`config.mk`:
```
export PLATFORM = sky130hd
export DESIGN_NAME = instruction_fetch_unit_flat
export DESIGN_NICKNAME = d
export VERILOG_FILES = /design/src/rtl/instruction_fetch_unit_if.sv /design/src/rtl/instruction_fetch_unit.sv /design/src/flat_wrapper.sv
export SDC_FILE = /design/constraint.sdc
export NUM_CORES = 1
export LEC_CHECK = 0
export CAP_MARGIN = 20
export CORE_AREA = 2 2 101 103
export DETAILED_ROUTE_END_ITERATION = 8
export DIE_AREA = 0 0 103 105
export PLACE_DENSITY = 0.88
export SKIP_LAST_GASP = 1
export SLEW_MARGIN = 20
export SYNTH_ARGS = -nofsm -noshare
export SYNTH_HDL_FRONTEND = slang
export SYNTH_SLANG_ARGS = --single-unit
```
`constraint.sdc`:
```
create_clock -name clk -period 3.55 [get_ports clk]
set_clock_uncertainty 0.15 [all_clocks]
set_input_delay 1.065 -clock clk [delete_from_list [all_inputs] [get_ports clk]]
set_output_delay 1.065 -clock clk [all_outputs]
set_load 0.05 [all_outputs]
```
`src/rtl/instruction_fetch_unit_if.sv`:
```
// Fetch-unit bus: memory address/data, redirect and stall controls, and the IR handshake toward decode.
// With IFU_PERF_COUNTERS_EN defined, the bus also carries the Fetch_Count and Stall_Count outputs.
interface instruction_fetch_unit_if #(
   parameter int DATA_WIDTH = 32
);
   logic                  Stall;
   logic                  Redirect_Valid;
   logic [11:0]           Redirect_Target;
   logic [DATA_WIDTH-1:0] Address;
   logic [DATA_WIDTH-1:0] Mem_Instruction;
   logic [DATA_WIDTH-1:0] IR;
   logic [DATA_WIDTH-1:0] IR_PC;
   logic                  IR_Valid;
   logic                  IR_Ready;
   logic                  Halted;
`ifdef IFU_PERF_COUNTERS_EN
   logic [31:0]           Fetch_Count;
   logic [31:0]           Stall_Count;
`endif

   modport master (
      input  Stall, Redirect_Valid, Redirect_Target, Mem_Instruction, IR_Ready,
      output Address, IR, IR_PC, IR_Valid, Halted
`ifdef IFU_PERF_COUNTERS_EN
      , output Fetch_Count, Stall_Count
`endif
   );

   modport slave (
      output Stall, Redirect_Valid, Redirect_Target, Mem_Instruction, IR_Ready,
      input  Address, IR, IR_PC, IR_Valid, Halted
`ifdef IFU_PERF_COUNTERS_EN
      , input Fetch_Count, Stall_Count
`endif
   );
endinterface

```
`src/rtl/instruction_fetch_unit.sv`:
```
// Fetch stage: PC, zero-latency memory address, single-entry IR with valid/ready, redirect/flush, sticky HALT.
// Optional macro IFU_PERF_COUNTERS_EN adds saturating fetch and stall counters.
module instruction_fetch_unit #(
   parameter int DATA_WIDTH = 32,
   parameter int MEM_DEPTH  = 256,
   parameter int RESET_PC   = 0
) (
   input logic                      clk,
   input logic                      rst,
   instruction_fetch_unit_if.master bus
);
   localparam logic [DATA_WIDTH-1:0] PC_LIMIT    = DATA_WIDTH'(MEM_DEPTH * 4);
   localparam logic [DATA_WIDTH-1:0] PC_RESET    = DATA_WIDTH'(RESET_PC);
   localparam logic [4:0]            HALT_OPCODE = 5'b11111;

   typedef enum logic {RUN, HALTED} state_t;

   state_t                state_q, state_d;
   logic [DATA_WIDTH-1:0] pc_p0, pc_d;
   logic [DATA_WIDTH-1:0] ir_p1, ir_d;
   logic [DATA_WIDTH-1:0] ir_pc_p1, ir_pc_d;
   logic                  vld_p1, vld_d;
   logic                  free, fetch, redirect, is_halt;

   function automatic logic [DATA_WIDTH-1:0] wrap_inc(input logic [DATA_WIDTH-1:0] pc);
      logic [DATA_WIDTH-1:0] nxt;
      nxt = pc + DATA_WIDTH'(4);
      return (nxt >= PC_LIMIT) ? '0 : nxt;
   endfunction

   // Target is a word index; wider-than-memory targets fold back modulo the depth.
   function automatic logic [DATA_WIDTH-1:0] target_addr(input logic [11:0] tgt);
      logic [DATA_WIDTH-1:0] word;
      word = DATA_WIDTH'(tgt) % DATA_WIDTH'(MEM_DEPTH);
      return word << 2;
   endfunction

   always_comb begin
      state_d  = state_q;
      pc_d     = pc_p0;
      ir_d     = ir_p1;
      ir_pc_d  = ir_pc_p1;
      vld_d    = vld_p1;
      free     = !vld_p1 || bus.IR_Ready;
      redirect = (state_q == RUN) && bus.Redirect_Valid;
      fetch    = (state_q == RUN) && !bus.Stall && free && !bus.Redirect_Valid;
      is_halt  = (bus.Mem_Instruction[DATA_WIDTH-1 -: 5] == HALT_OPCODE);

      if (vld_p1 && bus.IR_Ready) begin
         vld_d = 1'b0;
      end

      if (redirect) begin
         pc_d  = target_addr(bus.Redirect_Target);
         vld_d = 1'b0;
      end else if (fetch) begin
         ir_d    = bus.Mem_Instruction;
         ir_pc_d = pc_p0;
         vld_d   = 1'b1;
         // PC parks on the HALT word so Address keeps pointing at it.
         if (is_halt) begin
            state_d = HALTED;
         end else begin
            pc_d = wrap_inc(pc_p0);
         end
      end
   end

   always_ff @(posedge clk) begin
      if (rst) begin
         state_q <= RUN;
      end else begin
         state_q <= state_d;
      end
   end

   // ---- p0 -> p1: PC and fetch register ----
   always_ff @(posedge clk) begin
      if (rst) begin
         pc_p0    <= PC_RESET;
         ir_p1    <= '0;
         ir_pc_p1 <= '0;
         vld_p1   <= 1'b0;
      end else begin
         pc_p0    <= pc_d;
         ir_p1    <= ir_d;
         ir_pc_p1 <= ir_pc_d;
         vld_p1   <= vld_d;
      end
   end

   assign bus.Address  = pc_p0;
   assign bus.IR       = ir_p1;
   assign bus.IR_PC    = ir_pc_p1;
   assign bus.IR_Valid = vld_p1;
   assign bus.Halted   = (state_q == HALTED);

`ifdef IFU_PERF_COUNTERS_EN
   logic [31:0] fetch_cnt, stall_cnt;
   logic        blocked;

   function automatic logic [31:0] sat_inc(input logic [31:0] v);
      return (v == 32'hFFFF_FFFF) ? v : v + 32'd1;
   endfunction

   assign blocked = (state_q == RUN) && !bus.Redirect_Valid && (bus.Stall || !free);

   always_ff @(posedge clk) begin
      if (rst) begin
         fetch_cnt <= '0;
         stall_cnt <= '0;
      end else begin
         if (fetch)   fetch_cnt <= sat_inc(fetch_cnt);
         if (blocked) stall_cnt <= sat_inc(stall_cnt);
      end
   end

   assign bus.Fetch_Count = fetch_cnt;
   assign bus.Stall_Count = stall_cnt;
`endif
endmodule

```
`src/flat_wrapper.sv`:
```
// flat-port wrapper written by rule: the top's interface ports become plain ports
module instruction_fetch_unit_flat 
#(
   parameter int DATA_WIDTH = 32,
   parameter int MEM_DEPTH  = 256,
   parameter int RESET_PC   = 0
)
  (clk, rst, bus_Stall, bus_Redirect_Valid, bus_Redirect_Target, bus_Mem_Instruction, bus_IR_Ready, bus_Address, bus_IR, bus_IR_PC, bus_IR_Valid, bus_Halted);
  instruction_fetch_unit_if #(.DATA_WIDTH(DATA_WIDTH)) bus_i ();
  input logic clk;
  input logic rst;
  input wire logic [$bits(bus_i.Stall)-1:0] bus_Stall;
  input wire logic [$bits(bus_i.Redirect_Valid)-1:0] bus_Redirect_Valid;
  input wire logic [$bits(bus_i.Redirect_Target)-1:0] bus_Redirect_Target;
  input wire logic [$bits(bus_i.Mem_Instruction)-1:0] bus_Mem_Instruction;
  input wire logic [$bits(bus_i.IR_Ready)-1:0] bus_IR_Ready;
  output wire logic [$bits(bus_i.Address)-1:0] bus_Address;
  output wire logic [$bits(bus_i.IR)-1:0] bus_IR;
  output wire logic [$bits(bus_i.IR_PC)-1:0] bus_IR_PC;
  output wire logic [$bits(bus_i.IR_Valid)-1:0] bus_IR_Valid;
  output wire logic [$bits(bus_i.Halted)-1:0] bus_Halted;
  assign bus_i.Stall = bus_Stall;
  assign bus_i.Redirect_Valid = bus_Redirect_Valid;
  assign bus_i.Redirect_Target = bus_Redirect_Target;
  assign bus_i.Mem_Instruction = bus_Mem_Instruction;
  assign bus_i.IR_Ready = bus_IR_Ready;
  assign bus_Address = bus_i.Address;
  assign bus_IR = bus_i.IR;
  assign bus_IR_PC = bus_i.IR_PC;
  assign bus_IR_Valid = bus_i.IR_Valid;
  assign bus_Halted = bus_i.Halted;
  instruction_fetch_unit #(.DATA_WIDTH(DATA_WIDTH), .MEM_DEPTH(MEM_DEPTH), .RESET_PC(RESET_PC)) u_core (.clk(clk), .rst(rst), .bus(bus_i));
endmodule
```
# [After elaboration in Yosys (flattened, before gate mapping)]
# Index checks and enable logic that the tools add are counted.
[word_totals] input_bits=49 register_bits=98 out_inout_bits=98 elab_cells=35
[classes] n_eq_ne=2 n_bitwise=3 muxes=6 reduce_logical=16 n_lt_le_gt_ge=1 add_sub_neg=1
[ops] op="adder 32 x 3 -> 32 bit (second input constant)" n=1
[ops] op=">= comparator 32 x 11 -> 1 bit (second input constant)" n=1
[ops] op="two-way mux 32 bit" n=1
[ops] op="two-way mux 10 bit" n=3
[ops] op="AND reduction 2 bit" n=3
[ops] op="== test 5 bit (second input constant)" n=1
[ops] op="logical AND 1 bit" n=5
[ops] op="nonzero test 2 bit" n=2
[ops] op="logical NOT 1 bit" n=3
[ops] op="NOT 1 bit" n=3
[ops] op="AND reduction 3 bit" n=1
[ops] op="two-way mux 1 bit" n=2
[ops] op="inequality test 2 x 1 -> 1 bit (second input constant)" n=1
[ops] op="OR reduction 2 bit" n=1
[ops] op="logical OR 1 bit" n=1

# [Longest topological paths before layout]
# Gate-level depths: netlist of the first run.
[depth] depth_word=6 depth_mapped=9 mapped_depth_nobuf=8

# [Least setup slack after synthesis of the first run]
# Ideal clock, no wire load.
[synth_timing] path_type="reg-to-reg" startpoint="register u_core.pc_p0[13], in the netlist u_core.bus.Address[13]" endpoint="register u_core.pc_p0[21], in the netlist u_core.bus.Address[21]" stages_incl_launch_ff=10 setup_ns=0.088 slack_ns=0.219 required_time_ns=3.312 arrival_time_ns=3.093 cell_sequence="dfxtp_1 -> buf_2 -> nand4_4 -> or4_4 -> o21ai_1 -> or4b_4 -> a2111oi_4 -> a21oi_2 -> buf_6 -> nor4_2"
[synth_via] elab_chain_len=3
[synth_lines] item="from (decl)" line="instruction_fetch_unit.sv:19" rtl="logic [DATA_WIDTH-1:0] pc_p0, pc_d;"
[synth_lines] item="from (signal assigned)" line="instruction_fetch_unit.sv:85" rtl="pc_p0 <= pc_d;"
[synth_lines] item="adder 32 x 3 -> 32 bit (*)" line="instruction_fetch_unit.sv:27" rtl="nxt = pc + DATA_WIDTH'(4);"
[synth_lines] item=">= comparator 32 x 11 -> 1 bit" line="instruction_fetch_unit.sv:28" rtl="return (nxt >= PC_LIMIT) ? '0 : nxt;"
[synth_lines] item="two-way mux 32 bit (*)" line="instruction_fetch_unit.sv:28"
# Mark *: on every way between the ends. The rest lies on a longest branch, timed or not.
# A chain may end at the register's enable or synchronous reset.

# [Worst setup path after layout of the first run]
[layout_timing] startpoint="register u_core.pc_p0[3], in the netlist u_core.bus.Address[3]" endpoint="register u_core.pc_p0[17], in the netlist u_core.bus.Address[17]"
# The elaborated chain is that of the path after synthesis.

==> results of run 1 <==
## layout make-up
cell class	instances	area, um^2	area share
repair buffers	168	1610	0.263
flip-flops and latches	98	1960	0.320
clock buffers	10	138	0.0224
well taps	133	166	0.0271
multi-input cells	399	2190	0.357
clock inverters	5	62.6	0.0102
inverters	2	7.51	0.00122
## power by group through the flow
stage | logic [mW] | clock network, mW | registers [mW]
after detailed placement | 0.313 | 0 | 1.17
after CTS | 0.314 | 0.749 | 1.15
after floorplan | 0.0922 | 0 | 1.26
after global routing | 0.333 | 0.794 | 1.15
final | 0.314 | 0.729 | 1.15
after global placement | 0.308 | 0 | 1.17
## stage by stage
step | power [mW] | instances
floorplan | 1.35 | 543
global placement | 1.48 | 800
detailed placement | 1.49 | 800
CTS | 2.21 | 815
global route | 2.28 | 815
finish | 2.19 | 815
## placed cells by master (no fill, tap or decap), drive strengths merged, types with 2 or more instances in the layout
cell / n
or3: 6
nor4: 20
nor3: 9
dfxtp: 98
nand3: 16
and4: 7
o21ai: 4
clkbuf: 10
clkinvlp: 2
inv: 3
nor2: 19
and3: 19
o21a: 2
o22ai: 8
xor2: 16
a21oi: 75
nand2: 148
nor2b: 2
xnor2: 11
o41a: 2
and2: 2
buf: 27
or4: 3
or2: 2
clkdlybuf4s50: 141
nand4: 15
## state kept, by name, summed over array words and instances, names as in the netlist
signal,cells
u_core.bus.Address,32
u_core.bus.IR,32
u_core.bus.Halted,1
u_core.bus.IR_PC,32
u_core.bus.IR_Valid,1
## worst paths after layout
check,start,end
worst max-delay path,u_core.bus.Address[3],u_core.bus.Address[17]
worst min-delay path,u_core.bus.IR_PC[28],u_core.bus.IR_PC[28]
worst max register to register,u_core.bus.Address[3],u_core.bus.Address[17]
worst min register to register,u_core.bus.IR_PC[28],u_core.bus.IR_PC[28]
## routing by layer
metal  share of wire  wire length [um]  vias up  track usage
li1                -                 -     2141            -
met1            0.42              5410     2028        0.306
met2            0.50              6310      144        0.388
met3           0.058               740       26       0.0375
met4           0.023               291        0        0.105
met5               0                 0        -            0
## worst register-to-register path, cell delays in order (launching register included)
cell	delay, ns
dfxtp_1	0.45
ha_1	0.27
and4_1	0.30
nand4_1	0.14
or2_2	0.30
o32a_1	0.35
and4_1	0.22
a21oi_2	0.83
nor4_1	0.13
## logic make-up after synthesis
| group | count (synthesis) | synth area share |
|---|---|---|
| buf+inv | 46 | 0.0447 |
| simple gates | 270 | 0.309 |
| compound gates | 100 | 0.134 |
| fa+ha+maj | 1 | 0.00289 |
| mux | 1 | 0.00231 |
| flops | 98 | 0.453 |
| xor+xnor | 27 | 0.0546 |
==> results.cfg, run 1 <==
[pwr]
p_comb_frac = 0.143
ir_drop_mv = 0.207
power_leakage_nw = 2.13
power.share.clock = 0.333
swShare = 0.274
pwr-share-seq = 0.524
p_sw_mw = 0.601
intPower_mw = 1.59
power-per-cell-area_nw_per_um2 = 357

[synthesis]
synth_edf_count = 0
seq_area_frac_synth = 0.453
ys_ff_latch = 98
synth_ff_type = dfxtp_1
synth_cell_types = 46
synth_top_area_frac = 0.453
syn_area_per_cell_um2 = 7.98
synth_commonest_cells = 148 x nand2_1, 98 x dfxtp_1, 74 x a21oi_1, 28 x clkbuf_1
synthTopCellsByArea = dfxtp_1 45%, nand2_1 13%, a21oi_1 8.5%
yosysWarningCount = 0
async_reset_ff_frac = 0
syn_area_um2 = 4330
syn-num-nets = 593
synth_top_cell_by_area = dfxtp_1
yosysMostFrequentCell = nand2_1
synthesis.instances = 543

[place]
place.detailed.hpwl_mm = 9.00
dp_slack_ns = 0.0890
post_dp_cell_area_um2 = 5940
port_buffers = 142
gp_congestion = 0.891

[floorplanning]
io_pins = 147
fp.dieW_um = 103
start_util = 0.450
dieArea_um2 = 10800
die_h_um = 105
num_rows = 36
core_um2 = 9640

[worst_setup_path]
crit_fanout = 17
crit_chain = ha_1, and4_1, nand4_1, or2_2, o32a_1, and4_1, a21oi_2, nor4_1
startpoint_type = flip-flop
crit_top_cell = and4_1
worst_path_max_delay_cell = a21oi_2
crit_buf_inv = 0
critPathTopFamily = compound AO/OA/AOI/OAI gates
cp.required_ns = 3.61
crit_cells = 8
max_stage_delay_ns = 0.83
ff2ff_path_depth = 8
rrSetupSlack_ns = 0.24
endpoint_kind = flip-flop
path_class = reg -> reg
arrival_ns = 3.36

[route]
drt-initial-drc-count = 212
first_pass_iters = 4
avgViaCountPerCell = 5.32
finalWirelength_mm = 12.8
ant_nets = 0
via_count = 4339
wl_per_cell_um = 15.6
drcViolationCount = 0

[finish]
n_antenna_cell = 0
drive_gt1_frac = 0.0865
nets = 728
stdcell_area_um2 = 6140
fillers = 825
area_delta_synth_final_pct = 41.6
post-route-util = 0.637

[global_routing]
grt_pass1_wl_mm = 20.7
antenna_found_initial = 0
track_usage = 0.238
grt_max_degree = 67
grt_pass1_vias = 4182
grt-ovfl-total = 0

[clock_network]
cts_hold_buf = 0
cts.htree.levels = 3
cts.sinks = 98
post_cts_buffers = 0
post_cts_resized = 0
numCtsBuffers = 9
insertion_delay_ns = 0.37
clkSlewWorstSetupHoldPaths_ns = 0.10
cts_tree = done
root_buffer = clkbuf_8
clk_path_buf_depth = 2

[timing]
worst_slack_ns = 0.241
post-route-min-period_ns = 3.31
finalCritPeriodShare = 0.932
setup_violations = 0
max_freq_ghz = 0.302
drv_slew = 0
slew_headroom = 0.299
timing_hold_violations_final = 0
finalSetupTns_ns = 0
tightest_slew_ns = 1.05
fin_hold_ws_ns = 0.305
rsz0062_at_grt = no

[run_status]
status = finished, final reports clean

[min_path]
hold_class = reg -> reg
min_path_cells = 2

[flow_run]
maxCapViolCount = 0
No activity file was read; power rests on OpenSTA's default activity.
==> run 2, diff against run 1 <==
--- a/config.mk
+++ b/config.mk
@@ -5,7 +5,6 @@
 export SDC_FILE = /design/constraint.sdc
 export NUM_CORES = 1
 export LEC_CHECK = 0
-export CAP_MARGIN = 20
 export CORE_AREA = 2 2 101 103
 export DETAILED_ROUTE_END_ITERATION = 8
 export DIE_AREA = 0 0 103 105
==> results of run 2 <==
The final DEF is identical to that of run 1; final timing and power are the same.
